--- src/rtl/pmem_pkg.sv ---
// ---------------------------------------------------------------------------
// pmem_pkg
// Shared definitions for the pmem_slave block: the request/response FSM state
// type and the default parameter values used by the top and its storage array.
// ---------------------------------------------------------------------------
package pmem_pkg;

  typedef enum logic [1:0] {
    IDLE = 2'd0,
    WAIT = 2'd1,
    RESP = 2'd2
  } state_t;

  localparam int DEF_ADDR_WIDTH = 4;
  localparam int DEF_DATA_WIDTH = 32;
  localparam int DEF_MEM_SIZE   = 16;
  localparam int DEF_RD_LATENCY = 1;

endpackage

--- src/rtl/pmem_array.sv ---
// ---------------------------------------------------------------------------
// pmem_array
// Word-addressed storage with a byte-enabled synchronous write port, an
// asynchronous read port and an asynchronous clear that zeroes every word.
//
// Ports:
//   clk       input   write clock, rising edge
//   clear_i   input   asynchronous clear of all words (active-high)
//   we_i      input   write enable (caller guarantees waddr_i is in range)
//   waddr_i   input   write word address
//   wdata_i   input   write data
//   wstrb_i   input   byte enables, bit b covers bits 8b+7..8b
//   raddr_i   input   read word address
//   rdata_o   output  read data, 0 when raddr_i is out of range
// ---------------------------------------------------------------------------
module pmem_array
  import pmem_pkg::*;
#(
  parameter int ADDR_WIDTH = DEF_ADDR_WIDTH,
  parameter int DATA_WIDTH = DEF_DATA_WIDTH,
  parameter int MEM_SIZE   = DEF_MEM_SIZE
) (
  input  logic                    clk,
  input  logic                    clear_i,
  input  logic                    we_i,
  input  logic [ADDR_WIDTH-1:0]   waddr_i,
  input  logic [DATA_WIDTH-1:0]   wdata_i,
  input  logic [DATA_WIDTH/8-1:0] wstrb_i,
  input  logic [ADDR_WIDTH-1:0]   raddr_i,
  output logic [DATA_WIDTH-1:0]   rdata_o
);

  localparam int NUM_BYTES = DATA_WIDTH / 8;

  logic [DATA_WIDTH-1:0] mem_q [MEM_SIZE];

  always_ff @(posedge clk or posedge clear_i) begin
    if (clear_i) begin
      for (int i = 0; i < MEM_SIZE; i++) begin
        mem_q[i] <= '0;
      end
    end else if (we_i) begin
      for (int b = 0; b < NUM_BYTES; b++) begin
        if (wstrb_i[b]) begin
          mem_q[waddr_i][8*b +: 8] <= wdata_i[8*b +: 8];
        end
      end
    end
  end

  // MEM_SIZE may be smaller than the address space, so guard the read index.
  assign rdata_o = (32'(raddr_i) < MEM_SIZE) ? mem_q[raddr_i] : '0;

endmodule

--- src/rtl/pmem_slave.sv ---
// ---------------------------------------------------------------------------
// pmem_slave
// Single-outstanding memory slave with valid/ready request and response
// channels. Writes commit on the accept edge; the response (read data, error,
// write echo) appears RD_LATENCY cycles after accept and is held until the
// master takes it with rsp_ready.
//
// Ports:
//   clk        input   clock, rising edge
//   reset      input   asynchronous active-high reset (also clears memory)
//   req_valid  input   request present
//   req_ready  output  slave can accept (only in IDLE)
//   req_wr     input   1 = write, 0 = read
//   req_addr   input   word address
//   req_wdata  input   write data
//   req_strb   input   byte write enables
//   rsp_valid  output  response present
//   rsp_ready  input   master accepts response
//   rsp_rdata  output  read data (0 for writes, errors and when idle)
//   rsp_err    output  address was out of range
//   rsp_wr     output  echo of req_wr of the answered request
// ---------------------------------------------------------------------------
module pmem_slave
  import pmem_pkg::*;
#(
  parameter int ADDR_WIDTH = DEF_ADDR_WIDTH,
  parameter int DATA_WIDTH = DEF_DATA_WIDTH,
  parameter int MEM_SIZE   = DEF_MEM_SIZE,
  parameter int RD_LATENCY = DEF_RD_LATENCY
) (
  input  logic                    clk,
  input  logic                    reset,
  input  logic                    req_valid,
  output logic                    req_ready,
  input  logic                    req_wr,
  input  logic [ADDR_WIDTH-1:0]   req_addr,
  input  logic [DATA_WIDTH-1:0]   req_wdata,
  input  logic [DATA_WIDTH/8-1:0] req_strb,
  output logic                    rsp_valid,
  input  logic                    rsp_ready,
  output logic [DATA_WIDTH-1:0]   rsp_rdata,
  output logic                    rsp_err,
  output logic                    rsp_wr
);

  state_t                  state_q;
  logic [ADDR_WIDTH-1:0]   addr_q;
  logic                    wr_q;
  logic                    err_q;
  logic                    rsp_valid_q;
  logic [DATA_WIDTH-1:0]   rsp_rdata_q;
  logic                    rsp_err_q;
  logic                    rsp_wr_q;

  logic                    rsp_wr_d;
  logic                    rsp_err_d;
  logic [DATA_WIDTH-1:0]   rsp_rdata_d;

  logic                    accept;
  logic                    req_in_range;
  logic [ADDR_WIDTH-1:0]   arr_raddr;
  logic [DATA_WIDTH-1:0]   arr_rdata;

  assign accept       = (state_q == IDLE) && req_valid;
  assign req_in_range = 32'(req_addr) < MEM_SIZE;

  // In IDLE the array is read straight from the request so a latency-1
  // response can be loaded on the accept edge; later it uses the captured
  // address. Nothing writes between accept and response, so both views agree.
  assign arr_raddr = (state_q == IDLE) ? req_addr : addr_q;

  pmem_array #(
    .ADDR_WIDTH (ADDR_WIDTH),
    .DATA_WIDTH (DATA_WIDTH),
    .MEM_SIZE   (MEM_SIZE)
  ) u_array (
    .clk     (clk),
    .clear_i (reset),
    .we_i    (accept && req_wr && req_in_range),
    .waddr_i (req_addr),
    .wdata_i (req_wdata),
    .wstrb_i (req_strb),
    .raddr_i (arr_raddr),
    .rdata_o (arr_rdata)
  );

  // Response payload about to be loaded: live request fields when loading on
  // the accept edge, captured fields when leaving WAIT.
  always_comb begin
    rsp_wr_d  = wr_q;
    rsp_err_d = err_q;
    if (state_q == IDLE) begin
      rsp_wr_d  = req_wr;
      rsp_err_d = !req_in_range;
    end
    rsp_rdata_d = (rsp_wr_d || rsp_err_d) ? '0 : arr_rdata;
  end

  always_ff @(posedge clk or posedge reset) begin
    if (reset) begin
      state_q     <= IDLE;
      addr_q      <= '0;
      wr_q        <= 1'b0;
      err_q       <= 1'b0;
      rsp_valid_q <= 1'b0;
      rsp_rdata_q <= '0;
      rsp_err_q   <= 1'b0;
      rsp_wr_q    <= 1'b0;
    end else begin
      case (state_q)
        IDLE: begin
          if (req_valid) begin
            addr_q <= req_addr;
            wr_q   <= req_wr;
            err_q  <= !req_in_range;
            if (RD_LATENCY == 1) begin
              state_q     <= RESP;
              rsp_valid_q <= 1'b1;
              rsp_rdata_q <= rsp_rdata_d;
              rsp_err_q   <= rsp_err_d;
              rsp_wr_q    <= rsp_wr_d;
            end else begin
              state_q <= WAIT;
            end
          end
        end
        WAIT: begin
          state_q     <= RESP;
          rsp_valid_q <= 1'b1;
          rsp_rdata_q <= rsp_rdata_d;
          rsp_err_q   <= rsp_err_d;
          rsp_wr_q    <= rsp_wr_d;
        end
        RESP: begin
          // Payload is cleared on hand-off so outputs read 0 while idle.
          if (rsp_ready) begin
            state_q     <= IDLE;
            rsp_valid_q <= 1'b0;
            rsp_rdata_q <= '0;
            rsp_err_q   <= 1'b0;
            rsp_wr_q    <= 1'b0;
          end
        end
        default: state_q <= IDLE;
      endcase
    end
  end

  assign req_ready = (state_q == IDLE);
  assign rsp_valid = rsp_valid_q;
  assign rsp_rdata = rsp_rdata_q;
  assign rsp_err   = rsp_err_q;
  assign rsp_wr    = rsp_wr_q;

endmodule

--- config.mk ---
export PLATFORM = sky130hd
export DESIGN_NAME = pmem_slave
export DESIGN_NICKNAME = d
export VERILOG_FILES = /design/src/rtl/pmem_pkg.sv /design/src/rtl/pmem_array.sv /design/src/rtl/pmem_slave.sv
export SDC_FILE = /design/constraint.sdc
export NUM_CORES = 1
export LEC_CHECK = 0
export BUFFER_PORTS_ARGS = -buffer_cell sky130_fd_sc_hd__buf_4
export CAP_MARGIN = 20
export CORE_MARGIN = 2
export CORE_UTILIZATION = 30
export DETAILED_ROUTE_END_ITERATION = 6
export PLACE_DENSITY_LB_ADDON = 0.05
export SETUP_SLACK_MARGIN = 0.02
export SYNTH_ARGS = -nofsm -noshare
export SYNTH_HDL_FRONTEND = slang
export SYNTH_SLANG_ARGS = --single-unit
--- constraint.sdc ---
create_clock -name clk -period 19.8 [get_ports clk]
set_input_delay 2.97 -clock clk [delete_from_list [all_inputs] [get_ports clk]]
set_output_delay 2.97 -clock clk [all_outputs]
set_load 0.02 [all_outputs]
---- Word-level counts from Yosys, hierarchy flattened ----
Index checks and enable logic that the tools add are counted.
operators by class
  order comparisons ....................... 3
  equality and inequality tests ........... 4
  multiplexer cells ....................... 38
  bitwise gates (word level) .............. 2
  reduce and logical (&&, ||, !) cells .... 8
operator list
  kind                  number
  $mux W512             7
  $bwmux W512           4
  $demux W32 S4         4
  $mux W32              6
  $bmux W32 S4          1
  $pmux W32 S3          1
  $mux W24              1
  $mux W16              1
  $ge A5 B5 Y1 const B  2
  $not A4 Y5            2
  $pmux W1 S3           3
  $mux W8               1
  $pmux W2 S3           1
  $lt A5 B1 Y1 const B  1
  $mux W1               5
  $mux W2               2
  $mux W4               1
  $ne A2 B2 Y1 const B  2
  $reduce_and A2 Y1     2
  $logic_and A1 B1 Y1   3
  $reduce_and A3 Y1     1
  $reduce_bool A3 Y1    1
  $eq A2 B1 Y1 const B  1
  $eq A2 B2 Y1 const B  1
  $logic_not A2 Y1      1
storage, ports and cells
  bits in registers ....................... 554
  output and inout port bits .............. 36

---- Longest topological paths before layout ----
  depth after elaboration ................. 16
  depth in mapped cells ................... 9

---- Cells and area by module ----
Synthesis repeated with hierarchy kept, for this count alone.
second synthesis, totals
  cell total of the unflattened synthesis .. 1567
  area, all modules ....................... 25354.3 um2
modules (own cells, without submodules)
  module      instances  cells each  area an instance (um2)
  pmem_array  1          1436        23562.6
  pmem_slave  1          131         1791.7

---- Least setup slack after synthesis ----
No wires, ideal clock.
  path type ............................... input -> register
  start ................................... in req_addr[1]
  end ..................................... reg rsp_rdata_q[10], in the netlist rsp_rdata[10]
  library setup time ...................... 0.122 ns
  arrival ................................. 4.489 ns
  required time ........................... 19.678 ns
  slack ................................... 15.189 ns
  stages on the path ...................... 6
  buffers on the path ..................... 2
  cells stage by stage .................... buf_2 mux2_2 buf_1 mux4_2 o2111a_1 a32o_1
on the way
  cells in the longest elaborated chain, start to end .. 8
RTL lines
  element                                          line               source
  start: declaration                               pmem_slave.sv:36   input logic [ADDR_WIDTH-1:0] req_addr,
  $mux W4 (*)                                      pmem_slave.sv:70   assign arr_raddr = (state_q == IDLE) ? req_addr : addr_q;
  $not A4 Y5 (implied by the code) (*)             pmem_array.sv:52   assign rdata_o = (32'(raddr_i) < MEM_SIZE) ? mem_q[raddr_i] : '0;
  $bmux W32 S4 (*)                                 pmem_array.sv:52
  $mux W32 (implied by the code) (*) (2 in a row)  pmem_array.sv:52
  $mux W32 (*)                                     pmem_slave.sv:96   rsp_rdata_d = (rsp_wr_d || rsp_err_d) ? '0 : arr_rdata;
  $mux W32                                         pmem_slave.sv:112  if (req_valid) begin
  $pmux W32 S3 (*)                                 pmem_slave.sv:110  case (state_q)
  end signal: assignment                           pmem_slave.sv:119  rsp_rdata_q <= rsp_rdata_d;
  end signal: assignment                           pmem_slave.sv:130  rsp_rdata_q <= rsp_rdata_d;
  end: declaration                                 pmem_slave.sv:51   logic [DATA_WIDTH-1:0] rsp_rdata_q;
Every way passes the cells marked *; elsewhere a longest branch is shown, timed or not. The select of a mux whose other input is x is not followed.
A chain may end at the register's enable or synchronous reset.

---- Worst setup path in the final report ----
  start ................................... in req_addr[0]
  end ..................................... reg rsp_rdata_q[6], in the netlist rsp_rdata[6]
Same word-level chain as after synthesis.

==> impl_metrics.toml <==
[drt]
firstDrtPassIters = 5
routed_wl_mm = 88.95
wl_per_cell_um = 25.54
initialDrtViolationCount = 1247
vias = 18548
drc_errors = 0
vias_per_cell = 5.327
drtAntennaViolNets = 0

[cts]
clk_pin_slew_ns = 0.06
ctsResizeCount = 0
hold_buffers = 0
clock_latency_ns = 0.60
cts_tree = "done"
cts.sinks = 550
cts_setup_buffers = 0
numCtsBuffers = 69
clk_path_buf_depth = 3
cts.htree.levels = 3
root_buffer = "clkbuf_16"

[global_route]
grt_pass1_vias = 18855
use_met2_pct = 30.85
met1_usage_pct = 28.64
grt_use_total_pct = 19.92
top_usage_layer = "met2"
grt_util_met3_pct = 3.537
grt_pass1_wl_mm = 132.2
grt_max_degree = 165
antenna_found_initial = 1
grt_overflow = 0

[placed_design]
place_congestion = 0.7752
post-place-ws_ns = 13.66
dp_hpwl_mm = 49.91
numPortBuffers = 79

[timing]
finalHoldViolations = 0
final.setup.tns_ns = 0
drv_slew = 0
min_period_ns = 5.457
skew_ns = 0.01156
worst_slack_ns = 14.34
worstMarginPinSlew_ns = 1.126
rsz0062_at_grt = "no"
slew_headroom_pct = 24.95
post-route-period-util_pct = 27.56
setup_viol = 0
fmax_mhz = 183.3

[die]
rows = 108
die_w_um = 299.1
die_h_um = 299.1
dieArea_um2 = 89450
io_pins = 81
start_util_pct = 30.21
core_area_um2 = 86480

[worst_hold_path]
worstHoldStart = "rsp_rdata[25]"
hold_class = "reg2reg"
hold_depth = 1
hold_end = "rsp_rdata[25]"

[setup_path]
crit_path_end_kind = "flip-flop"
ff2ff_setup_slack_ns = 16.37
cp_slowest_cell = "mux2_4"
cp.required_ns = 20.28
cp.arrival_ns = 5.93
startpoint_type = "input port"
worst-setup-path-type = "in2reg"
worstPathMaxFanout = 57
worstSetupStartpoint = "req_addr[0]"
timing.rr.start = "rsp_valid"
worstPathCellList = "buf_4, mux2_4, buf_4, mux4_2, o2111a_1, a32o_1"
r2r-end = "rsp_rdata[6]"
r2r.worst_path.cells = 6
crit_top_cell = "buf_4"
crit_path_max_incr_delay_ns = 0.85

[synthesis]
synth-async-reset-ratio_pct = 100.0
synth_fp_nets = 2309
yosys-top-cells-area = "dfrtp_1, mux2_2, nor2_1, o22ai_1, nand2_1"
syn_avg_cell_area_um2 = 11.54
synth_flop_cell = "dfrtp_1"
synth_cells = 2264
ys_ff_latch = 550
synth_largest_area_cell = "dfrtp_1"
synth_top_area_share_pct = 52.68
seq_area_frac_synth_pct = 52.68
synth_edf_count = 0
yosysWarnings = 0
syn-cell-area_um2 = 26120
synth_cell_types = 47

[cells_and_area]
final_common_cell = "dfrtp_1"
fin_util_pct = 34.71
layout_common_cells = "dfrtp_1, mux2_2, nor2_1"
drive_gt1_share_pct = 33.75
synthToLayoutAreaGrowth_pct = 14.90
fin_nets = 2325

[flow_run]
maxCapViolCount = 0

[power]
peakVddDrop_mv = 0.05740
power_density_nw_per_um2 = 104.9
cellLeakagePower_nw = 13.64

[run_status]
status = "complete, no violations"
## where the power goes
group          internal [mW]  switching [mW]  leakage, nW
logic                  0.229           0.385         5.07
clock network          0.741           0.495         1.08
registers               1.23          0.0659         7.49
## logic make-up after synthesis
family	count (synthesis)	share of synthesized area (%)
AND/OR/NAND/NOR	647	10.49
multiplexers	551	24.90
buffers and inverters	164	2.677
other	1	0.01435
flip-flops	550	52.68
AO/OA/AOI/OAI	351	9.229
## cell type report
cell class                      instances  area [um^2]
Clock buffer                          112         2163
Fill cell                            8578        56470
Sequential cell                       550        13770
Inverter                                2        15.01
Tap cell                             1155         1445
Multi-Input combinational cell       1550        11740
Antenna cell                            1        2.502
Clock inverter                          5        25.02
Timing Repair Buffer                  107        860.8
## sequential cells by signal, indices dropped and copies added (netlist names)
register	flops
u_array.mem_q	512
rsp_rdata	32
addr_q	4
rsp_valid	1
rsp_wr	1
## worst max path at each step
stage / endpoint
2_1_floorplan: addr_q[0]
3_3_place_gp: rsp_rdata[26]
3_5_place_dp: rsp_rdata[2]
4_1_cts: rsp_rdata[6]
5_1_grt: rsp_rdata[30]
6_report: rsp_rdata[6]
## per-layer routing
metal | share of wire, % | vias to the layer above
met3 | 5.2 | 112
met5 | 0.013 | -
met4 | 2.1 | 2
li1 | - | 8250
met1 | 47 | 9744
met2 | 46 | 440
## metrics by stage
stage / hold slack [ns] / power [mW] / cell area, um^2 / cells
after global routing: 0.5066 / 3.313 / 30010 / 3481
after CTS: 0.4985 / 3.201 / 29990 / 3480
after global placement: 0.4797 / 1.934 / 27800 / 3363
after detailed placement: 0.4868 / 1.943 / 27800 / 3363
after floorplan: 0.4701 / 1.714 / 26120 / 2264
final: 0.4957 / 3.149 / 30020 / 3482
## cell usage after synthesis (all sizes together) (2+ instances only)
cell type  instances
dfrtp            550
mux2             519
nor2             291
nand2            213
o22ai            137
clkbuf           115
o21ai            102
nand3             72
buf               47
a221oi            34
a32o              32
mux4              26
o2111a            26
nand4             17
nand2b            14
nor3              10
nor2b              9
a21oi              8
and3               8
mux2i              6
or2                5
a31oi              4
and2               2
inv                2
nand3b             2
## critical path, delay by kind of cell
kind | cells | cell delay [ns]
muxes | 2 | 1.43
AOI/OAI and AO/OA | 2 | 0.47
buffers and inverters | 2 | 0.97
(Power assumes the default switching activity.)
